### src/rtl/countdown_timer_if.sv
// countdown_timer_if
//   Groups the load/freeze controls and the count status of a countdown_timer
//   so the phase FSM and the timer connect through a single port.
//   Signals:
//     start         load request, a 0->1 change between samples loads preset_value
//     hold          freezes the countdown while high
//     preset_value  count loaded on a start edge
//     count_out     remaining count (registered)
//     active        high while count_out is non-zero
//     done          one-cycle pulse when the count reaches zero by decrement
//   Modports:
//     master  the controller side, drives the requests and observes the status
//     slave   the timer side, observes the requests and drives the status
interface countdown_timer_if #(
    parameter int WIDTH = 7
);
    logic             start;
    logic             hold;
    logic [WIDTH-1:0] preset_value;
    logic [WIDTH-1:0] count_out;
    logic             active;
    logic             done;

    modport master (
        output start,
        output hold,
        output preset_value,
        input  count_out,
        input  active,
        input  done
    );

    modport slave (
        input  start,
        input  hold,
        input  preset_value,
        output count_out,
        output active,
        output done
    );
endinterface

### src/rtl/countdown_timer.sv
// countdown_timer
//   Loadable down-counter that times each light phase of the traffic-light
//   controller. A rising edge on start loads preset_value; after that the
//   count drops by one per clock until it reaches zero, where it stops.
//   Ports:
//     clk  controller tick, all state changes on its rising edge
//     rst  synchronous reset, active-high; clears the count, done and the
//          start history
//     bus  countdown_timer_if.slave: start, hold, preset_value in;
//          count_out, active, done out
module countdown_timer #(
    parameter int WIDTH = 7
) (
    input  logic              clk,
    input  logic              rst,
    countdown_timer_if.slave  bus
);

    localparam logic [WIDTH-1:0] ZERO_C = {WIDTH{1'b0}};
    localparam logic [WIDTH-1:0] ONE_C  = {{(WIDTH-1){1'b0}}, 1'b1};

    logic [WIDTH-1:0] count_r;
    logic             done_r;
    logic             start_q_r;
    logic             start_edge_s;
    logic             count_nz_s;

    // Edge detect on start and zero detect on the count.
    always_comb begin
        start_edge_s = bus.start & ~start_q_r;
        count_nz_s   = (count_r != ZERO_C);
    end

    // Count register, done pulse and start history.
    always_ff @(posedge clk) begin
        if (rst) begin
            count_r   <= ZERO_C;
            done_r    <= 1'b0;
            start_q_r <= 1'b0;
        end else begin
            start_q_r <= bus.start;
            if (start_edge_s) begin
                // A new start edge always wins, even mid-countdown.
                count_r <= bus.preset_value;
                done_r  <= 1'b0;
            end else if (count_nz_s && !bus.hold) begin
                // Decrement is gated on non-zero, so the count never wraps;
                // done fires only on the 1->0 step, never while held.
                count_r <= count_r - ONE_C;
                done_r  <= (count_r == ONE_C);
            end else begin
                count_r <= count_r;
                done_r  <= 1'b0;
            end
        end
    end

    assign bus.count_out = count_r;
    assign bus.done      = done_r;
    assign bus.active    = count_nz_s;

endmodule

### src/flat_wrapper.sv
// flat-port wrapper written by rule: the top's interface ports become plain ports
module countdown_timer_flat 
#(
    parameter int WIDTH = 7
)
  (clk, rst, bus_start, bus_hold, bus_preset_value, bus_count_out, bus_active, bus_done);
  countdown_timer_if #(.WIDTH(WIDTH)) bus_i ();
  input  logic clk;
  input  logic rst;
  input wire logic [$bits(bus_i.start)-1:0] bus_start;
  input wire logic [$bits(bus_i.hold)-1:0] bus_hold;
  input wire logic [$bits(bus_i.preset_value)-1:0] bus_preset_value;
  output wire logic [$bits(bus_i.count_out)-1:0] bus_count_out;
  output wire logic [$bits(bus_i.active)-1:0] bus_active;
  output wire logic [$bits(bus_i.done)-1:0] bus_done;
  assign bus_i.start = bus_start;
  assign bus_i.hold = bus_hold;
  assign bus_i.preset_value = bus_preset_value;
  assign bus_count_out = bus_i.count_out;
  assign bus_active = bus_i.active;
  assign bus_done = bus_i.done;
  countdown_timer #(.WIDTH(WIDTH)) u_core (.clk(clk), .rst(rst), .bus(bus_i));
endmodule
### config.mk
export PLATFORM = sky130hd
export DESIGN_NAME = countdown_timer_flat
export DESIGN_NICKNAME = d
export VERILOG_FILES = /design/src/rtl/countdown_timer_if.sv /design/src/rtl/countdown_timer.sv /design/src/flat_wrapper.sv
export SDC_FILE = /design/constraint.sdc
export NUM_CORES = 1
export LEC_CHECK = 0
export CORE_MARGIN = 3
export CORE_UTILIZATION = 37
export DETAILED_ROUTE_END_ITERATION = 7
export GPL_TIMING_DRIVEN = 0
export PLACE_DENSITY = 0.84
export SLEW_MARGIN = 5
export SYNTH_ARGS = -nofsm -noshare
export SYNTH_HDL_FRONTEND = slang
export SYNTH_SLANG_ARGS = --single-unit
### constraint.sdc
create_clock -name clk -period 1.6 [get_ports clk]
set_clock_uncertainty 0.2 [all_clocks]
set_input_delay 0.24 -clock clk [delete_from_list [all_inputs] [get_ports clk]]
set_output_delay 0.24 -clock clk [all_outputs]
set_load 0.05 [all_outputs]
## Yosys cells after proc, flatten, opt, wreduce, memory -nomap -nowiden

Index checks and enable logic that the tools add are counted.
Widths: inputs -> output; s select.

| storage, ports and cells | value |
|---|---|
| input port bits | 11 |
| bits in registers | 9 |
| output and inout port bits | 9 |

| operators by class | value |
|---|---|
| equality and inequality tests | 1 |
| reduce and logical (&&, ||, !) cells | 5 |
| bitwise logic cells | 3 |
| $add $sub $neg | 1 |
| muxes and demuxes | 2 |

Operators with widths:

| operator | count |
|---|---|
| $mux 7 | 2 |
| $eq 7x1->1 const B | 1 |
| $reduce_bool 7->1 | 1 |
| $sub 7x1->7 const B | 1 |
| $reduce_or 3->1 | 1 |
| $not 1->1 | 2 |
| $reduce_bool 2->1 | 1 |
| $and 1x1->1 | 1 |
| $logic_and 1x1->1 | 1 |
| $logic_not 1->1 | 1 |

## Logic depth before layout (Yosys ltp)

Gate-level depths: netlist of run 1.

| depth | value |
|---|---|
| word-level depth | 4 |
| depth in mapped cells | 6 |
| gate-level depth less buffers | 6 |

## Worst setup path before layout of run 1

No wires, ideal clock.

| path | value |
|---|---|
| path kind | register to register |
| from | reg u_core.count_r[0], in the netlist u_core.bus.count_out[0] |
| to | reg u_core.count_r[0], in the netlist u_core.bus.count_out[0] |
| arrival time | 1.788 ns |
| buffers on the path | 0 |
| path slack | -0.473 ns |
| stages on the path, launching flop included | 7 |
| cell sequence | dfxtp_1 > inv_1 > ha_1 > nor3b_2 > a21oi_1 > xnor2_1 > a211oi_1 |

| between the ends | value |
|---|---|
| cells in the longest elaborated chain, start to end | 3 |
| elaborated cells on any way between the ends | 6 |
| those cells by class | add/sub: 1; mux: 2; reduce/logical: 3 |

RTL lines:

| item | line | source |
|---|---|---|
| start, declared | countdown_timer.sv:22 | `logic [WIDTH-1:0] count_r;` |
| start signal, assigned | countdown_timer.sv:44 | `count_r <= bus.preset_value;` |
| start signal, assigned | countdown_timer.sv:49 | `count_r <= count_r - ONE_C;` |
| start signal, assigned | countdown_timer.sv:52 | `count_r <= count_r;` |
| $sub 7x1->7 / $reduce_bool 7->1 (equally long branches) | countdown_timer.sv:49, countdown_timer.sv:31 |  |
| $mux 7 / $logic_and 1x1->1 (equally long branches) | countdown_timer.sv:46 | `end else if (count_nz_s && !bus.hold) begin` |
| $mux 7 / $reduce_bool 2->1 (equally long branches) | n/a |  |

Several ways; a longest one is shown, not always the timed one. The select of a mux whose other input is x is not followed.
A chain may end at the register's enable or synchronous reset.

## Final worst setup path of run 1

| path | value |
|---|---|
| from | reg u_core.count_r[4], in the netlist u_core.bus.count_out[4] |
| to | out bus_active |

| between the ends | value |
|---|---|
| cells in the longest elaborated chain, start to end | 1 |

RTL lines:

| item | line | source |
|---|---|---|
| $reduce_bool 7->1 | countdown_timer.sv:31 | `count_nz_s = (count_r != ZERO_C);` |
| end, declared | flat_wrapper.sv:14 | `output wire logic [$bits(bus_i.active)-1:0] bus_active;` |

Every way passes these cells.

==> results of run 1 <==
-- state kept, by name (all words and copies together) (netlist names) --
signal,cells
u_core.bus.done,1
u_core.bus.count_out,7
u_core.start_q_r,1
-- worst max-delay path, stage by stage, from the launching register on --
cell and delay [ns]:
dfxtp_4 0.36, nor3_4 0.20, buf_4 0.14, buf_4 0.10
nand2_2 0.04, buf_6 0.15
-- area by class of cell --
type / instances / area, um^2 / share of cell area, %
clock buffers: 4 / 26.3 / 2.92
repair buffers: 30 / 268 / 29.8
plain buffers: 2 / 7.51 / 0.836
inverters: 3 / 16.3 / 1.81
multi-input cells: 45 / 364 / 40.5
flip-flops and latches: 9 / 199 / 22.1
well taps: 14 / 17.5 / 1.95
-- cells by family after synthesis --
group	Yosys count
and+or+nand+nor	27
AOI/OAI and AO/OA	13
DFF	9
buffers and inverters	5
adders and majority gates	3
xor gates and xnor gates	2
-- worst max-delay path by stage --
stage | slack (ns) | cells after the start | end | startpoint
final | -0.10 | 5 | bus_active | u_core.bus.count_out[4]
after global routing | -0.16 | 5 | bus_active | u_core.bus.count_out[4]
after CTS | -0.10 | 4 | u_core.bus.count_out[6] | u_core.bus.count_out[2]
after detailed placement | -0.56 | 5 | bus_active | u_core.bus.count_out[0]
after global placement | -0.54 | 5 | bus_active | u_core.bus.count_out[0]
after floorplan | -0.12 | 4 | u_core.bus.count_out[6] | u_core.bus.count_out[4]
-- cell usage in the layout, fill, tap and decap left out, types with 2 or more instances in the layout --
| cell type | instances |
|---|---|
| a211oi_1 | 3 |
| a211oi_2 | 3 |
| buf_2 | 3 |
| buf_4 | 8 |
| buf_6 | 5 |
| clkbuf_1 | 2 |
| clkbuf_4 | 3 |
| clkdlybuf4s15_2 | 3 |
| clkdlybuf4s50_1 | 8 |
| dfxtp_1 | 4 |
| dfxtp_4 | 5 |
| dlygate4sd2_1 | 2 |
| ha_1 | 2 |
| inv_4 | 2 |
| nand2b_1 | 2 |
| nand3b_1 | 3 |
| nor2_1 | 9 |
| nor2b_1 | 2 |
| nor3_1 | 4 |
-- report_power, final --
part / internal (W) / total, W / switching, W
clock: 0.0000964 / 0.000181 / 0.0000849
sequential: 0.000248 / 0.000279 / 0.0000305
combinational: 0.000190 / 0.000405 / 0.000215
total: 0.000535 / 0.000865 / 0.000331
-- routing by layer --
layer | share of wire (%) | vias up
met5 | 0 | -
met2 | 52 | 16
li1 | - | 283
met4 | 0 | 0
met3 | 6.7 | 0
met1 | 42 | 272
-- through the flow --
stage               std cells  power [W]  area (um^2)  TNS, ns  setup slack, ns
finish                    107   0.000865          898   -0.358           -0.102
global route              107   0.000915          898   -0.879           -0.164
CTS                       106   0.000865          910   -0.363           -0.102
detailed placement         91   0.000588          752    -2.27           -0.558
global placement           91   0.000583          752    -1.98           -0.543
floorplan                  59   0.000493          554   -0.415           -0.116
-- what timing repair did --
action | CTS | global route
hold endpoints to repair | 0 | 0
setup endpoints to repair | 15 | 12
gates resized for setup | 38 | 8
buffers inserted | 11 | 1
gates cloned | 0 | 0
pin swaps | 11 | 6
hold buffers | 0 | 0
==> reports/results.tsv, run 1 <==
metric	value	unit
status	finished, violations left	
violations	setup timing	
hold_end	u_core.start_q_r	
holdWs	0.185	ns
area_growth	75.6	%
rsz0062_at_grt	true	
clock_sinks	9	
powerDensity	963	nW/um^2
finalHoldViolCount	0	
antennaDiodeCount	0	
io_pins	20	
die_area	1870	um^2
syn_avg_cell_area	8.67	um^2
dp_hpwl	872	um
timing.rr.start	u_core.bus.count_out[0]	
maxSlewHeadroom	67.6	%
nFillCells	86	
rows	12	
r2r_slack	-0.08	ns
synthSimpleGateAreaFrac	31.8	%
core	1200	um^2
synth-edff-count	0	
leakagePower	0.361	nW
ys_seq_elements	9	
portBuffers	18	
num_vias	571	
ys_warn_count	0	
yosysSeqAreaShare	35.2	%
gr-total-overflow	0	
yosysTopAreaCell	dfxtp_1	
start_util	42.6	%
synth.area.mux_share	0	%
wire_per_inst	13.9	um
synth.top_cell.area_share	35.2	%
first_global_vias	524	
critPathArrivalTime	1.26	ns
synthArstFlopShare	0	%
drive_above_1_share	41.9	%
avgViaCountPerCell	5.34	
synth_common_cells	dfxtp_1, nor2_1, a211oi_1	
h-tree-depth	1	
synth_area	512	um^2
die_x	43.2	um
slew_viol_final	0	
hold-path-cell-count	2	
fmax	588	MHz
final_antenna_net_count	0	
busiest_layer	met2	
drc	0	
met3_usage	8.47	%
crit_path_end_kind	output port	
r2r_cells	7	
tightest_slew	0.488	ns
die_h	43.2	um
startpoint_type	flop	
drv_cap	0	
finish.utilization	74.8	%
path_max_fanout	4	
gp_congestion	0.736	
crit_type	flop to output port	
first_iter_violations	17	
use_met1	19.6	%
finalSetupViolations	6	
syn_nets	73	
clkTransAtPathRegs	0.06	ns
cts_buffers	3	
fin_crit_sh	106	%
r2r-end	u_core.bus.count_out[5]	
synth-compound-area-share	18.6	%
fin_ws	-0.102	ns
hold_class	input pin to flop	
synth_xor_area_share	3.42	%
ys_types	26	
clockRootBuffer	clkbuf_4	
worstPathRequired	1.16	ns
worstHoldStart	rst	
cts_tree	done	
met2_usage	30.1	%
grt_max_degree	11	
ys.flop_type	dfxtp_1	
grt_pass1_wl	2410	um
fin_crit	1.70	ns
synth_top_family_by_area	simple AND/OR/NAND/NOR gates	
nNetsFinal	108	
peakVddDrop	0.597	mV
track_usage	17.4	%
clock_latency	0.27	ns
synthAdderAreaFrac	7.33	%
antenna_found_initial	0	
synthTopCellsByArea	dfxtp_1, a211oi_1, ha_1, nor2_1, nand3b_1	
first_pass_iters	4	
clock_path_buffers	2	
synthCells	59	
drt_wl_total	1480	um
No activity file was read; power rests on OpenSTA's default activity.
==> run 2: changes to the inputs <==
--- a/config.mk
+++ b/config.mk
@@ -5,8 +5,10 @@
 export SDC_FILE = /design/constraint.sdc
 export NUM_CORES = 1
 export LEC_CHECK = 0
+export ABC_AREA = 1
 export CORE_MARGIN = 3
-export CORE_UTILIZATION = 37
+export CORE_UTILIZATION = 39
+export CTS_CLUSTER_SIZE = 12
 export DETAILED_ROUTE_END_ITERATION = 7
 export GPL_TIMING_DRIVEN = 0
 export PLACE_DENSITY = 0.84
==> reports/results.tsv, run 2 <==
metric	value	unit	change
status	finished, violations left		unchanged
violations	setup timing		unchanged
drv_cap	0		unchanged
clock_path_buffers	2		unchanged
p_clk_share	18.5	%	was 21.0%
maxSlewHeadroom	66.6	%	was 67.6%
synth-compound-area-share	13.4	%	was 18.6%
antenna_found_initial	0		unchanged
start_util	44.2	%	was 42.6%
cts_tree	done		unchanged
synth_top_family_by_area	simple AND/OR/NAND/NOR gates		unchanged
clkTransAtPathRegs	0.07	ns	was 0.06 ns
clock_latency	0.26	ns	was 0.27 ns
synthCells	92		was 59
antennaDiodeCount	0		unchanged
power.switching	0.000448	W	was 0.000331 W
crit_path_end_kind	output port		unchanged
rsz0062_at_grt	true		unchanged
first_pass_iters	4		unchanged
synth_area	618	um^2	was 512 um^2
swShare	45.8	%	was 38.2%
worstPathRequired	1.16	ns	about the same
grt_pass1_wl	2460	um	was 2410 um
clock_sinks	9		unchanged
final_antenna_net_count	0		unchanged
syn_nets	106		was 73
path_delay_family	flip-flops		was buffers and inverters
cellInternalPower	0.000530	W	was 0.000535 W
seq_power_share	30.5	%	was 32.2%
portBuffers	19		was 18
ys_seq_elements	9		unchanged
crit_type	flop to output port		unchanged
gr-total-overflow	0		unchanged
slew_viol_final	0		unchanged
area_growth	43.3	%	was 75.6%
synthAdderAreaFrac	6.07	%	was 7.33%
gp_congestion	0.834		was 0.736
fin_crit	1.67	ns	was 1.70 ns
drt_wl_total	1550	um	was 1480 um
synth-edff-count	0		unchanged
synthSimpleGateAreaFrac	40.7	%	was 31.8%
clockRootBuffer	clkbuf_4		unchanged
final_common_cell	nor2_1		unchanged
drc	0		unchanged
powerDensity	1100	nW/um^2	was 963 nW/um^2
hold_class	flop to flop		was input pin to flop
yosysTopAreaCell	dfxtp_1		unchanged
postPlaceCellArea	848	um^2	was 752 um^2
die_x	45.8	um	was 43.2 um
synth_xor_area_share	1.42	%	was 3.42%
fin_area	886	um^2	was 898 um^2
track_usage	16.0	%	was 17.4%
max_stage_delay	0.37	ns	was 0.36 ns
place_inst	126		was 91
rows	13		was 12
synthArstFlopShare	0	%	unchanged
synth.top_cell.area_share	29.1	%	was 35.2%
startpoint_type	flop		unchanged
core	1400	um^2	was 1200 um^2
leakagePower	0.416	nW	was 0.361 nW
die_h	45.8	um	was 43.2 um
mostFrequentLayoutCells	nor2_1, nand2_1, clkdlybuf4s50_1		was nor2_1, clkdlybuf4s50_1, buf_4
dp_hpwl	1130	um	was 872 um
p_comb_share	50.9	%	was 46.9%
drive_above_1_share	34.2	%	was 41.9%
nNetsFinal	132		was 108
finalNonFillerCells	132		was 107
cts_buffers	3		unchanged
die_area	2100	um^2	was 1870 um^2
synthTopCellsByArea	dfxtp_1, nand2_1, nor2_1, ha_1, inv_1		was dfxtp_1, a211oi_1, ha_1, nor2_1, nand3b_1
h-tree-depth	1		unchanged
synth.area.mux_share	0	%	unchanged
first_global_vias	586		was 524
num_vias	648		was 571
finalHoldViolCount	0		unchanged
peakVddDrop	0.594	mV	was 0.597 mV
syn_avg_cell_area	6.72	um^2	was 8.67 um^2
fmax	599	MHz	was 588 MHz
synth_common_cells	nand2_1, nor2_1, inv_1		was dfxtp_1, nor2_1, a211oi_1
critPathArrivalTime	1.23	ns	was 1.26 ns
grt_max_degree	11		unchanged
fin_ws	-0.0683	ns	was -0.102 ns
finalSetupViolations	1		was 6
yosysSeqAreaShare	29.1	%	was 35.2%
ys_types	21		was 26
slowest_stage	dfxtp_4		unchanged
io_pins	20		unchanged
largest_reg_flops	7		unchanged
crit_chain	inv_4 > ha_4 > inv_2 > nor2_4 > nand2_8 > buf_8		was nor3_4 > buf_4 > buf_4 > nand2_2 > buf_6
path_max_fanout	6		was 4
avgViaCountPerCell	4.91		was 5.34
wire_per_inst	11.8	um	was 13.9 um
ys_warn_count	0		unchanged
ys.flop_type	dfxtp_1		unchanged
fin_crit_sh	104	%	was 106%
first_iter_violations	18		was 17
path_buf_inv	3		unchanged
tightest_slew	0.503	ns	was 0.488 ns
[run 2: metrics by stage]
step                      worst slack [ns]  hold WS [ns]  power (W)  setup TNS (ns)  utilization, %
after floorplan                    0.00499        0.0933   0.000648               0               -
after CTS                           -0.170         0.308   0.000949          -0.170            62.2
after global routing                -0.116         0.341    0.00104          -0.184            63.3
final                              -0.0683         0.317   0.000977         -0.0683            63.3
after global placement              -0.445         0.293   0.000769           -1.22            60.6
after detailed placement            -0.465         0.296   0.000779           -1.44            60.6
[run 2: tightest hold or removal path: stages (launching register included)]
cell and delay (ns):
dfxtp_4 0.37, nand2_2 0.07, a21oi_2 0.04
[run 2: cell families after synthesis]
kind of cell             Yosys count
AND/OR/NAND/NOR                   51
buffers and inverters             15
AO/OA/AOI/OAI                     13
flip-flops                         9
adder cells (fa/ha/maj)            3
XOR/XNOR                           1
[run 2: repair_timing]
item / 4_1_cts / 5_1_grt
setup buffers: 0 / 2
hold endpoints to repair: 0 / 0
hold buffers: 0 / 0
gates resized for setup: 21 / 21
pin swaps: 0 / 2
setup endpoints to repair: 10 / 13
[run 2: power groups by stage]
stage                     logic, W  clock network [W]  registers [W]
after floorplan           0.000262                  0       0.000386
after global placement    0.000472                  0       0.000297
after detailed placement  0.000481                  0       0.000298
after CTS                 0.000470           0.000185       0.000294
after global routing      0.000535           0.000201       0.000305
final                     0.000498           0.000181       0.000299
[run 2: layout make-up]
type                            instances  area, um^2
Buffer                                  1        5.00
Clock buffer                            4        26.3
Fill cell                             128         513
Inverter                               14        57.6
Multi-Input combinational cell         68         408
Sequential cell                         9         193
Tap cell                               15        18.8
Timing Repair Buffer                   21         178
[run 2: worst paths after layout]
check	start	slack (ns)	to	depth (start not counted)
worst max-delay path	u_core.bus.count_out[0]	-0.07	bus_active	6
worst min-delay path	u_core.bus.count_out[0]	0.32	u_core.bus.count_out[0]	2
worst max register to register	u_core.bus.count_out[0]	0.06	u_core.bus.count_out[6]	10
worst min register to register	u_core.bus.count_out[0]	0.32	u_core.bus.count_out[0]	2
[run 2: per-layer routing]
| layer | global-route usage (%) | vias up | part of all wire (%) |
|---|---|---|---|
| met3 | 3.56 | 2 | 4.1 |
| met2 | 24.5 | 18 | 49 |
| met5 | 0 | - | 0 |
| li1 | - | 339 | - |
| met4 | 5.11 | 0 | 1.5 |
| met1 | 21.9 | 289 | 45 |
